File: config.mk
export PLATFORM = sky130hd
export DESIGN_NAME = alu_op_sequencer
export DESIGN_NICKNAME = d
export VERILOG_FILES = /design/src/rtl/alu_pkg.sv /design/src/rtl/seq_decode.sv /design/src/rtl/alu_op_sequencer.sv
export SDC_FILE = /design/constraint.sdc
export NUM_CORES = 1
export LEC_CHECK = 0
export ABC_AREA = 1
export CAP_MARGIN = 20
export CORE_MARGIN = 3
export CORE_UTILIZATION = 35
export CTS_CLUSTER_DIAMETER = 100
export DETAILED_ROUTE_END_ITERATION = 16
export PLACE_DENSITY = 0.67
export SKIP_CTS_REPAIR_TIMING = 1
export SLEW_MARGIN = 20
export SYNTH_ARGS = -nofsm -noshare
export SYNTH_HDL_FRONTEND = slang
export SYNTH_HIERARCHICAL = 1
export SYNTH_SLANG_ARGS = --single-unit
File: constraint.sdc
create_clock -name clk -period 5.2 [get_ports clk]
set_input_delay 1.04 -clock clk [delete_from_list [all_inputs] [get_ports clk]]
set_output_delay 1.04 -clock clk [all_outputs]
set_load 0.02 [all_outputs]
File: src/rtl/alu_pkg.sv
// alu_pkg: shared ALU op codes, opcode constants, instruction field positions and FSM/branch enums.
// No ports; imported by seq_decode and alu_op_sequencer.
package alu_pkg;
    localparam logic [3:0] ALU_ADD   = 4'b0000;
    localparam logic [3:0] ALU_COMP  = 4'b0001;
    localparam logic [3:0] ALU_AND   = 4'b0010;
    localparam logic [3:0] ALU_XOR   = 4'b0011;
    localparam logic [3:0] ALU_SHLLV = 4'b0100;
    localparam logic [3:0] ALU_SHRLV = 4'b0101;
    localparam logic [3:0] ALU_SHRAV = 4'b0110;
    localparam logic [3:0] ALU_SHLL  = 4'b0111;
    localparam logic [3:0] ALU_SHRL  = 4'b1000;
    localparam logic [3:0] ALU_SHRA  = 4'b1001;
    localparam logic [3:0] ALU_SFLAG = 4'b1010;
    localparam logic [3:0] ALU_ZFLAG = 4'b1011;
    localparam logic [3:0] ALU_NOP   = 4'b1111;

    localparam logic [5:0] OPC_ALU = 6'b000000;
    localparam logic [5:0] OPC_SHF = 6'b000001;
    localparam logic [5:0] OPC_IMM = 6'b000010;
    localparam logic [5:0] OPC_BRF = 6'b000011;
    localparam logic [5:0] OPC_BRC = 6'b000100;

    localparam int OPC_LSB = 26;
    localparam int RS_LSB  = 21;
    localparam int RT_LSB  = 16;
    localparam int SH_LSB  = 10;

    typedef enum logic [2:0] {S_IDLE, S_RD, S_EX, S_EXF, S_EXT, S_WB} state_t;
    typedef enum logic [2:0] {BR_LTZ, BR_Z, BR_NZ, BR_CY, BR_NCY} br_kind_t;
endpackage

File: src/rtl/seq_decode.sv
// seq_decode: combinational opcode/func decode into ALU op and control flags.
// Ports: opcode_i/func_i in; alu_op_o, use_imm_o, is_branch_o, br_kind_o, writes_rf_o, is_illegal_o out.
module seq_decode
    import alu_pkg::*;
(
    input  logic [5:0] opcode_i,
    input  logic [3:0] func_i,
    output logic [3:0] alu_op_o,
    output logic       use_imm_o,
    output logic       is_branch_o,
    output br_kind_t   br_kind_o,
    output logic       writes_rf_o,
    output logic       is_illegal_o
);
    always_comb begin
        alu_op_o     = ALU_NOP;
        use_imm_o    = 1'b0;
        is_branch_o  = 1'b0;
        br_kind_o    = BR_LTZ;
        is_illegal_o = 1'b0;
        case (opcode_i)
            OPC_ALU: case (func_i)
                4'd0:    alu_op_o = ALU_ADD;
                4'd1:    alu_op_o = ALU_COMP;
                4'd2:    alu_op_o = ALU_AND;
                4'd3:    alu_op_o = ALU_XOR;
                default: is_illegal_o = 1'b1;
            endcase
            OPC_SHF: case (func_i)
                4'd0:    alu_op_o = ALU_SHLL;
                4'd1:    alu_op_o = ALU_SHRL;
                4'd2:    alu_op_o = ALU_SHLLV;
                4'd3:    alu_op_o = ALU_SHRLV;
                4'd4:    alu_op_o = ALU_SHRA;
                4'd5:    alu_op_o = ALU_SHRAV;
                default: is_illegal_o = 1'b1;
            endcase
            OPC_IMM: begin
                is_illegal_o = func_i > 4'd1;
                use_imm_o    = func_i <= 4'd1;
                alu_op_o     = (func_i == 4'd0) ? ALU_ADD : (func_i == 4'd1) ? ALU_COMP : ALU_NOP;
            end
            OPC_BRF: begin
                is_illegal_o = func_i > 4'd2;
                is_branch_o  = func_i <= 4'd2;
                br_kind_o    = (func_i == 4'd0) ? BR_LTZ : (func_i == 4'd1) ? BR_Z : BR_NZ;
                alu_op_o     = (func_i == 4'd0) ? ALU_SFLAG : (func_i <= 4'd2) ? ALU_ZFLAG : ALU_NOP;
            end
            // Carry branches test the architectural flag, so the ALU stays idle.
            OPC_BRC: begin
                is_illegal_o = func_i > 4'd1;
                is_branch_o  = func_i <= 4'd1;
                br_kind_o    = (func_i == 4'd0) ? BR_CY : BR_NCY;
            end
            default: is_illegal_o = 1'b1;
        endcase
    end

    assign writes_rf_o = !is_illegal_o && !is_branch_o;
endmodule

File: src/rtl/alu_op_sequencer.sv
// alu_op_sequencer: multi-cycle issue controller driving the KGP-RISC ALU and owning the carry flag.
// Ports: clk/rst; instr_valid/instr_ready/instr/pc_in handshake; rf_ra1/rf_ra2/rf_rd1/rf_rd2 reads;
//        rf_we/rf_wa/rf_wd writeback; alu_op/alu_x/alu_y/alu_shamt to ALU, alu_out/carry/zero/sign back;
//        br_valid/br_taken/br_target branch result; carry_q flag; done/illegal retire pulses.
module alu_op_sequencer
    import alu_pkg::*;
#(
    parameter int XLEN  = 32,
    parameter int RADDR = 5
) (
    input  logic             clk,
    input  logic             rst,
    input  logic             instr_valid,
    output logic             instr_ready,
    input  logic [31:0]      instr,
    input  logic [XLEN-1:0]  pc_in,
    output logic [RADDR-1:0] rf_ra1,
    output logic [RADDR-1:0] rf_ra2,
    input  logic [XLEN-1:0]  rf_rd1,
    input  logic [XLEN-1:0]  rf_rd2,
    output logic             rf_we,
    output logic [RADDR-1:0] rf_wa,
    output logic [XLEN-1:0]  rf_wd,
    output logic [3:0]       alu_op,
    output logic [XLEN-1:0]  alu_x,
    output logic [XLEN-1:0]  alu_y,
    output logic [5:0]       alu_shamt,
    input  logic [XLEN-1:0]  alu_out,
    input  logic             alu_carry,
    input  logic             alu_zero,
    input  logic             alu_sign,
    output logic             br_valid,
    output logic             br_taken,
    output logic [XLEN-1:0]  br_target,
    output logic             carry_q,
    output logic             done,
    output logic             illegal
);
    state_t          state_q, state_d;
    logic [31:0]     instr_q;
    logic [XLEN-1:0] pc_q, op1_q, op2_q, res_q;
    logic            taken_q, taken_d;
    logic [3:0]      dec_op;
    logic            dec_use_imm, dec_branch, dec_writes, dec_illegal;
    br_kind_t        dec_kind;

    seq_decode u_decode (
        .opcode_i     (instr_q[OPC_LSB +: 6]),
        .func_i       (instr_q[3:0]),
        .alu_op_o     (dec_op),
        .use_imm_o    (dec_use_imm),
        .is_branch_o  (dec_branch),
        .br_kind_o    (dec_kind),
        .writes_rf_o  (dec_writes),
        .is_illegal_o (dec_illegal)
    );

    logic [RADDR-1:0] rs, rt;
    logic [XLEN-1:0]  imm_sx;
    logic             st_rd, st_ex, st_exf, st_ext, st_wb;

    assign rs     = instr_q[RS_LSB +: RADDR];
    assign rt     = instr_q[RT_LSB +: RADDR];
    assign imm_sx = {{(XLEN-16){instr_q[15]}}, instr_q[15:0]};
    assign st_rd  = state_q == S_RD;
    assign st_ex  = state_q == S_EX;
    assign st_exf = state_q == S_EXF;
    assign st_ext = state_q == S_EXT;
    assign st_wb  = state_q == S_WB;

    // Illegal instructions bypass execution and retire straight from RD.
    assign state_d = (state_q == S_IDLE) ? (instr_valid ? S_RD : S_IDLE)
                   : st_rd  ? (dec_illegal ? S_WB : dec_branch ? S_EXF : S_EX)
                   : st_exf ? S_EXT
                   : st_wb  ? S_IDLE
                   : S_WB;

    assign taken_d = (dec_kind == BR_LTZ) ? alu_sign
                   : (dec_kind == BR_Z)   ? alu_zero
                   : (dec_kind == BR_NZ)  ? !alu_zero
                   : (dec_kind == BR_CY)  ? carry_q
                   : !carry_q;

    assign instr_ready = state_q == S_IDLE;
    assign rf_ra1      = st_rd ? rs : '0;
    assign rf_ra2      = st_rd ? rt : '0;
    assign rf_we       = st_wb && dec_writes;
    assign rf_wa       = rf_we ? rs : '0;
    assign rf_wd       = rf_we ? res_q : '0;
    // EXT reuses the adder for the branch target; its carry is never sampled.
    assign alu_op      = (st_ex || st_exf) ? dec_op : st_ext ? ALU_ADD : ALU_NOP;
    assign alu_x       = st_ext ? pc_q : (st_ex || st_exf) ? op1_q : '0;
    assign alu_y       = st_ext ? imm_sx : st_ex ? (dec_use_imm ? imm_sx : op2_q) : st_exf ? op2_q : '0;
    assign alu_shamt   = st_ex ? instr_q[SH_LSB +: 6] : '0;
    assign br_valid    = st_wb && dec_branch;
    assign br_taken    = br_valid && taken_q;
    assign br_target   = br_valid ? res_q : '0;
    assign done        = st_wb;
    assign illegal     = st_wb && dec_illegal;

    always_ff @(posedge clk) begin
        if (rst) begin
            state_q <= S_IDLE;
            instr_q <= '0;
            pc_q    <= '0;
            op1_q   <= '0;
            op2_q   <= '0;
            res_q   <= '0;
            taken_q <= 1'b0;
            carry_q <= 1'b0;
        end else begin
            state_q <= state_d;
            if (instr_valid && instr_ready) begin
                instr_q <= instr;
                pc_q    <= pc_in;
            end
            if (st_rd) begin
                op1_q <= rf_rd1;
                op2_q <= rf_rd2;
            end
            if (st_ex || st_ext) res_q <= alu_out;
            if (st_exf) taken_q <= taken_d;
            // Only add/addi define a carry; dec_op is ADD in EX for exactly those two.
            if (st_ex && dec_op == ALU_ADD) carry_q <= alu_carry;
        end
    end
endmodule

### Word-level counts from Yosys, hierarchy flattened

Cells that the tools add are included.

* flip-flop bits (word level): 165
* output and inout bits: 160

* magnitude comparators: 4
* eq/ne operators: 17
* muxes and demuxes: 41
* reductions and logical operators: 21

Operator list (number)
* $mux W32: 8
* $pmux W4 S4: 2
* $mux W3: 8
* $pmux W4 S6: 1
* $mux W4: 5
* $mux W5: 3
* $eq A3 B2 Y1 const B: 4
* $eq A6 B2 Y1 const B: 2
* $mux W1: 9
* $eq A4 B2 Y1 const B: 2
* $eq A4 B3 Y1 const B: 2
* $logic_not A4 Y1: 2
* $logic_and A1 B1 Y1: 7
* $eq A3 B1 Y1 const B: 2
* $eq A3 B3 Y1 const B: 2
* $eq A6 B1 Y1 const B: 1
* $eq A6 B3 Y1 const B: 1
* $logic_not A3 Y1: 2
* $logic_not A6 Y1: 1
* $mux W6: 1
* $pmux W3 S2: 1
* $reduce_or A6 Y1: 1
* $eq A4 B1 Y1 const B: 1
* $gt A4 B1 Y1 const B: 1
* 10 further kinds: 14

### Depth between registers and ports, before layout

* depth in word-level cells: 9
* depth in mapped cells: 13

### By module

Netlist, hierarchy kept.

By module, submodules not included
* alu_op_sequencer: times used 1, cells each 1001, area each 7124.3 um^2, seq. area each 3303.2 um^2
* seq_decode: times used 1, cells each 70, area each 352.8 um^2, seq. area each 0.0 um^2

### Worst setup path before layout

No wires, ideal clock.

* kind: reg2out
* from: register instr_q[3]
* to: output alu_y[10]
* arrival: 1.648 ns
* required time: 4.160 ns
* path slack: 2.512 ns
* cell stages (with the launch flop): 9
* buffers on the path: 1
* cells stage by stage: dfxtp_1 nor2_4 inv_2 nor2_4 inv_1 nor2_1 o21ai_2 buf_2 o21ai_0

* longest elaborated chain between the ends: 5

Ends and longest elaborated chain
* start, declared: line alu_op_sequencer.sv:40 `logic [31:0] instr_q;`
* start signal, assigned: line alu_op_sequencer.sv:114 `instr_q <= instr;`
* $le A4 B1 Y1: line seq_decode.sv:40 `use_imm_o = func_i <= 4'd1;`
* $mux W1: line seq_decode.sv:21 `case (opcode_i)`
* named net dec_use_imm: line alu_op_sequencer.sv:44 `logic dec_use_imm, dec_branch, dec_writes, dec_illegal;`
* $mux W32 (3 in series): line alu_op_sequencer.sv:93 `assign alu_y = st_ext ? imm_sx : st_ex ? (dec_use_imm ? imm_sx : op2_q) : st_exf ? op2_q : '0;`
* end, declared: line alu_op_sequencer.sv:26 `output logic [XLEN-1:0] alu_y,`

The timed path passes the listed nets, and every way through them passes these cells.

### Final worst setup path

* from: register state_q[1]
* to: output rf_wd[31]

* longest elaborated chain between the ends: 3

Ends and longest elaborated chain
* start, declared: line alu_op_sequencer.sv:39 `state_t state_q, state_d;`
* start signal, assigned: line alu_op_sequencer.sv:112 `state_q <= state_d;`
* $eq A3 B3 Y1: line alu_op_sequencer.sv:69 `assign st_wb = state_q == S_WB;`
* $logic_and A1 B1 Y1: line alu_op_sequencer.sv:87 `assign rf_we = st_wb && dec_writes;`
* $mux W32: line alu_op_sequencer.sv:89 `assign rf_wd = rf_we ? res_q : '0;`
* end, declared: line alu_op_sequencer.sv:23 `output logic [XLEN-1:0] rf_wd,`

Every way passes these cells.

==> flow_metrics.env <==
export IMPL_slew_viol_final=0
export IMPL_num_antenna_cells=0
export IMPL_wl_per_cell_um=14.87
export IMPL_cp_slowest_cell="clkdlybuf4s50_1"
export IMPL_multi_input_comb_area_um2=3278
export IMPL_cp_start_kind="flip-flop"
export IMPL_totalWireLength_um=24290
export IMPL_root_buffer="clkbuf_16"
export IMPL_peakVddDrop_uv=238.4
export IMPL_synth_nets=1237
export IMPL_rsz0062_at_grt="no"
export IMPL_outcome="completed"
export IMPL_dieArea_um2=23150
export IMPL_max_stage_delay_ns=0.64
export IMPL_cts_max_path_buffers=2
export IMPL_clock_sinks=165
export IMPL_hold_class="flip-flop to flip-flop"
export IMPL_track_usage_pct=20.48
export IMPL_num_nets_final=1517
export IMPL_cts_tree="built"
export IMPL_fin_area_um2=11430
export IMPL_setup_viol=0
export IMPL_cp_top_family="simple AND/OR/NAND/NOR gates"
export IMPL_final_setup_tns_ns=0
export IMPL_critPathRequiredTime_ns=4.16
export IMPL_grt_pass1_vias=7451
export IMPL_start_util_pct=36.25
export IMPL_synth_top_area_share_pct=44.18
export IMPL_die_h_um=152.2
export IMPL_place_congestion=0.8823
export IMPL_dr_wl_met3_um=1836
export IMPL_m1WireLength_um=10560
export IMPL_grt_max_degree=99
export IMPL_yosys_warnings=6
export IMPL_slew_headroom_pct=32.78
export IMPL_syn_to_final_growth_pct=52.89
export IMPL_portBuffers=325
export IMPL_hold_viol=0
export IMPL_grt_pass1_wl_um=39160
export IMPL_core_um2=20620
export IMPL_std_cell_rows=52
export IMPL_cp_end_kind="output port"
export IMPL_crit_type="flip-flop to output port"
export IMPL_h_tree_depth=4
export IMPL_fin_crit_sh_pct=78.88
export IMPL_grt_overflow_total=0
export IMPL_post_route_util_pct=55.43
export IMPL_wl_met2_um=11400
export IMPL_insertion_delay_ns=0.42
export IMPL_drive_gt1_share_pct=6.818
export IMPL_critPathBufInv=2
export IMPL_fmax_mhz=243.8
export IMPL_top_layer="met4"
export IMPL_seqCellArea_um2=3303
export IMPL_initialDrtViolationCount=404
export IMPL_synth_largest_area_cell="dfxtp_1"
export IMPL_powerDensity_nw_per_um2=480.8
export IMPL_numCtsBuffers=17
export IMPL_worstPathArrival_ns=3.06
export IMPL_power_leakage_nw=4.190
export IMPL_fillers=2010
export IMPL_dp_hpwl_um=17240
export IMPL_worstMarginPinSlew_ns=1.008
export IMPL_postRouteAntennaNets=0
export IMPL_syn_cell_area_um2=7477
export IMPL_avgSynthCellArea_um2=6.981
export IMPL_synth_seq_cells=165
export IMPL_cp_max_fo=38
export IMPL_synthCells=1071
export IMPL_route_detailed_drc=0
export IMPL_first_pass_iters=6
export IMPL_cap_violations=0
export IMPL_ys_seq_area_share_pct=44.18
export IMPL_skew_ns=0.01075
export IMPL_via_per_inst=4.806
export IMPL_min_period_ns=4.102
export IMPL_die_x_um=152.2
export IMPL_antenna_found_initial=0
export IMPL_ioPinCount=326
export IMPL_clk_pin_slew_ns=0.07
export IMPL_synth_cell_types=28
export IMPL_synthTopCellsByArea="dfxtp_1 (44%), o21ai_0 (10%), a21oi_1 (9.0%), nor2_1 (7.4%), inv_1 (7.1%)"
export IMPL_worstPathCellList="nor2_8 -> inv_2 -> nor2_4 -> nand2_2 -> nor2_1 -> clkdlybuf4s50_1"
export IMPL_postPlaceCellArea_um2=10830
export IMPL_vias=7853
==> cells by family (layout without fill, tap and decap cells) <==
| group | Yosys count | after routing | share of synthesized area [%] |
|---|---|---|---|
| simple gates | 349 | 349 | 20.78 |
| flops | 165 | 165 | 44.18 |
| buf+inv | 226 | 519 | 12.18 |
| compound gates | 331 | 331 | 22.86 |
==> sequential cells by signal, indices dropped and copies added (netlist names) <==
signal,count
op2_q,32
pc_q,32
res_q,32
carry_q,1
instr_q,32
state_q,3
op1_q,32
taken_q,1
==> worst paths after layout <==
check,to,slack [ns],cells after the start,startpoint
worst min-delay path,instr_q[17]$_SDFFE_PP0P_,0.45,2,instr_q[17]$_SDFFE_PP0P_
worst max register to register,instr_q[15]$_SDFFE_PP0P_,2.71,5,state_q[2]$_SDFF_PP0_
worst max-delay path,rf_wd[31],1.10,6,state_q[1]$_SDFF_PP0_
worst min register to register,instr_q[17]$_SDFFE_PP0P_,0.45,2,instr_q[17]$_SDFFE_PP0P_
==> through the flow <==
stage,cells,setup slack [ns],hold WS [ns],power (mW)
2_1_floorplan,1071,2.512,0.4245,3.498
3_3_place_gp,1602,1.571,0.4399,4.220
3_5_place_dp,1602,1.490,0.4423,4.257
4_1_cts,1634,1.027,0.4545,5.569
5_1_grt,1634,0.8251,0.4693,5.935
6_report,1634,1.098,0.4515,5.496
==> layout make-up <==
| cell class | count | share of cell area, % |
|---|---|---|
| clock buffers | 18 | 3.842 |
| well taps | 270 | 2.955 |
| multi-input cells | 680 | 28.67 |
| clock inverters | 14 | 1.445 |
| repair buffers | 337 | 29.24 |
| flip-flops and latches | 165 | 28.89 |
| inverters | 150 | 4.947 |
==> where the power goes <==
group | switching (mW) | internal, mW | total, mW
logic | 1.51 | 0.779 | 2.29
clock network | 0.550 | 0.737 | 1.29
registers | 0.189 | 1.73 | 1.92
total | 2.25 | 3.25 | 5.50
==> layout by cell type (no fill, tap or decap), types with 2 or more instances in the layout <==
cell | synthesis | final
clkinv_4 | 0 | 3
a21oi_1 | 135 | 135
inv_6 | 0 | 4
clkdlybuf4s50_1 | 0 | 325
clkinv_2 | 0 | 2
nand2_1 | 100 | 99
nand3_2 | 4 | 3
nand4_1 | 2 | 2
o21ai_0 | 154 | 154
buf_4 | 1 | 12
inv_1 | 142 | 142
nand2_2 | 4 | 4
nand3_1 | 53 | 53
nor2_4 | 7 | 7
o21ai_1 | 5 | 5
nor3_1 | 6 | 6
nor2_2 | 23 | 23
clkbuf_16 | 0 | 17
o22ai_1 | 34 | 34
inv_8 | 0 | 3
inv_2 | 6 | 6
bufinv_16 | 0 | 2
dfxtp_1 | 165 | 165
nor2_1 | 148 | 148
==> cells in the mapped netlist <==
library cell and instances:
dfxtp_1 165, o21ai_0 154, nor2_1 148, inv_1 142, a21oi_1 135, nand2_1 100, nand3_1 53, clkbuf_1 37
o22ai_1 34, buf_2 27, nor2_2 23, buf_1 8, nor2_4 7, inv_2 6, nor3_1 6, o21ai_1 5
nand2_2 4, nand3_2 4, buf_6 3, nand4_1 2, a21oi_2 1, buf_4 1, clkinv_1 1, inv_4 1
nand3b_1 1, nor2_8 1, o21a_1 1, o21ai_2 1
==> tightest hold or removal path: cells and delay by family (launching register included) <==
family / cells / cell delay, ns
compound gates: 1 / 0.05
buf+inv: 1 / 0.06
flops: 1 / 0.30
==> per-layer routing <==
layer  global-route usage (%)  vias to the layer above
li1                         -                     4031
met1                    25.21                     3518
met2                    34.59                      274
met3                    6.617                       30
met4                    5.608                        0
met5                        0                        -
Power figures use the tool's default switching activity.
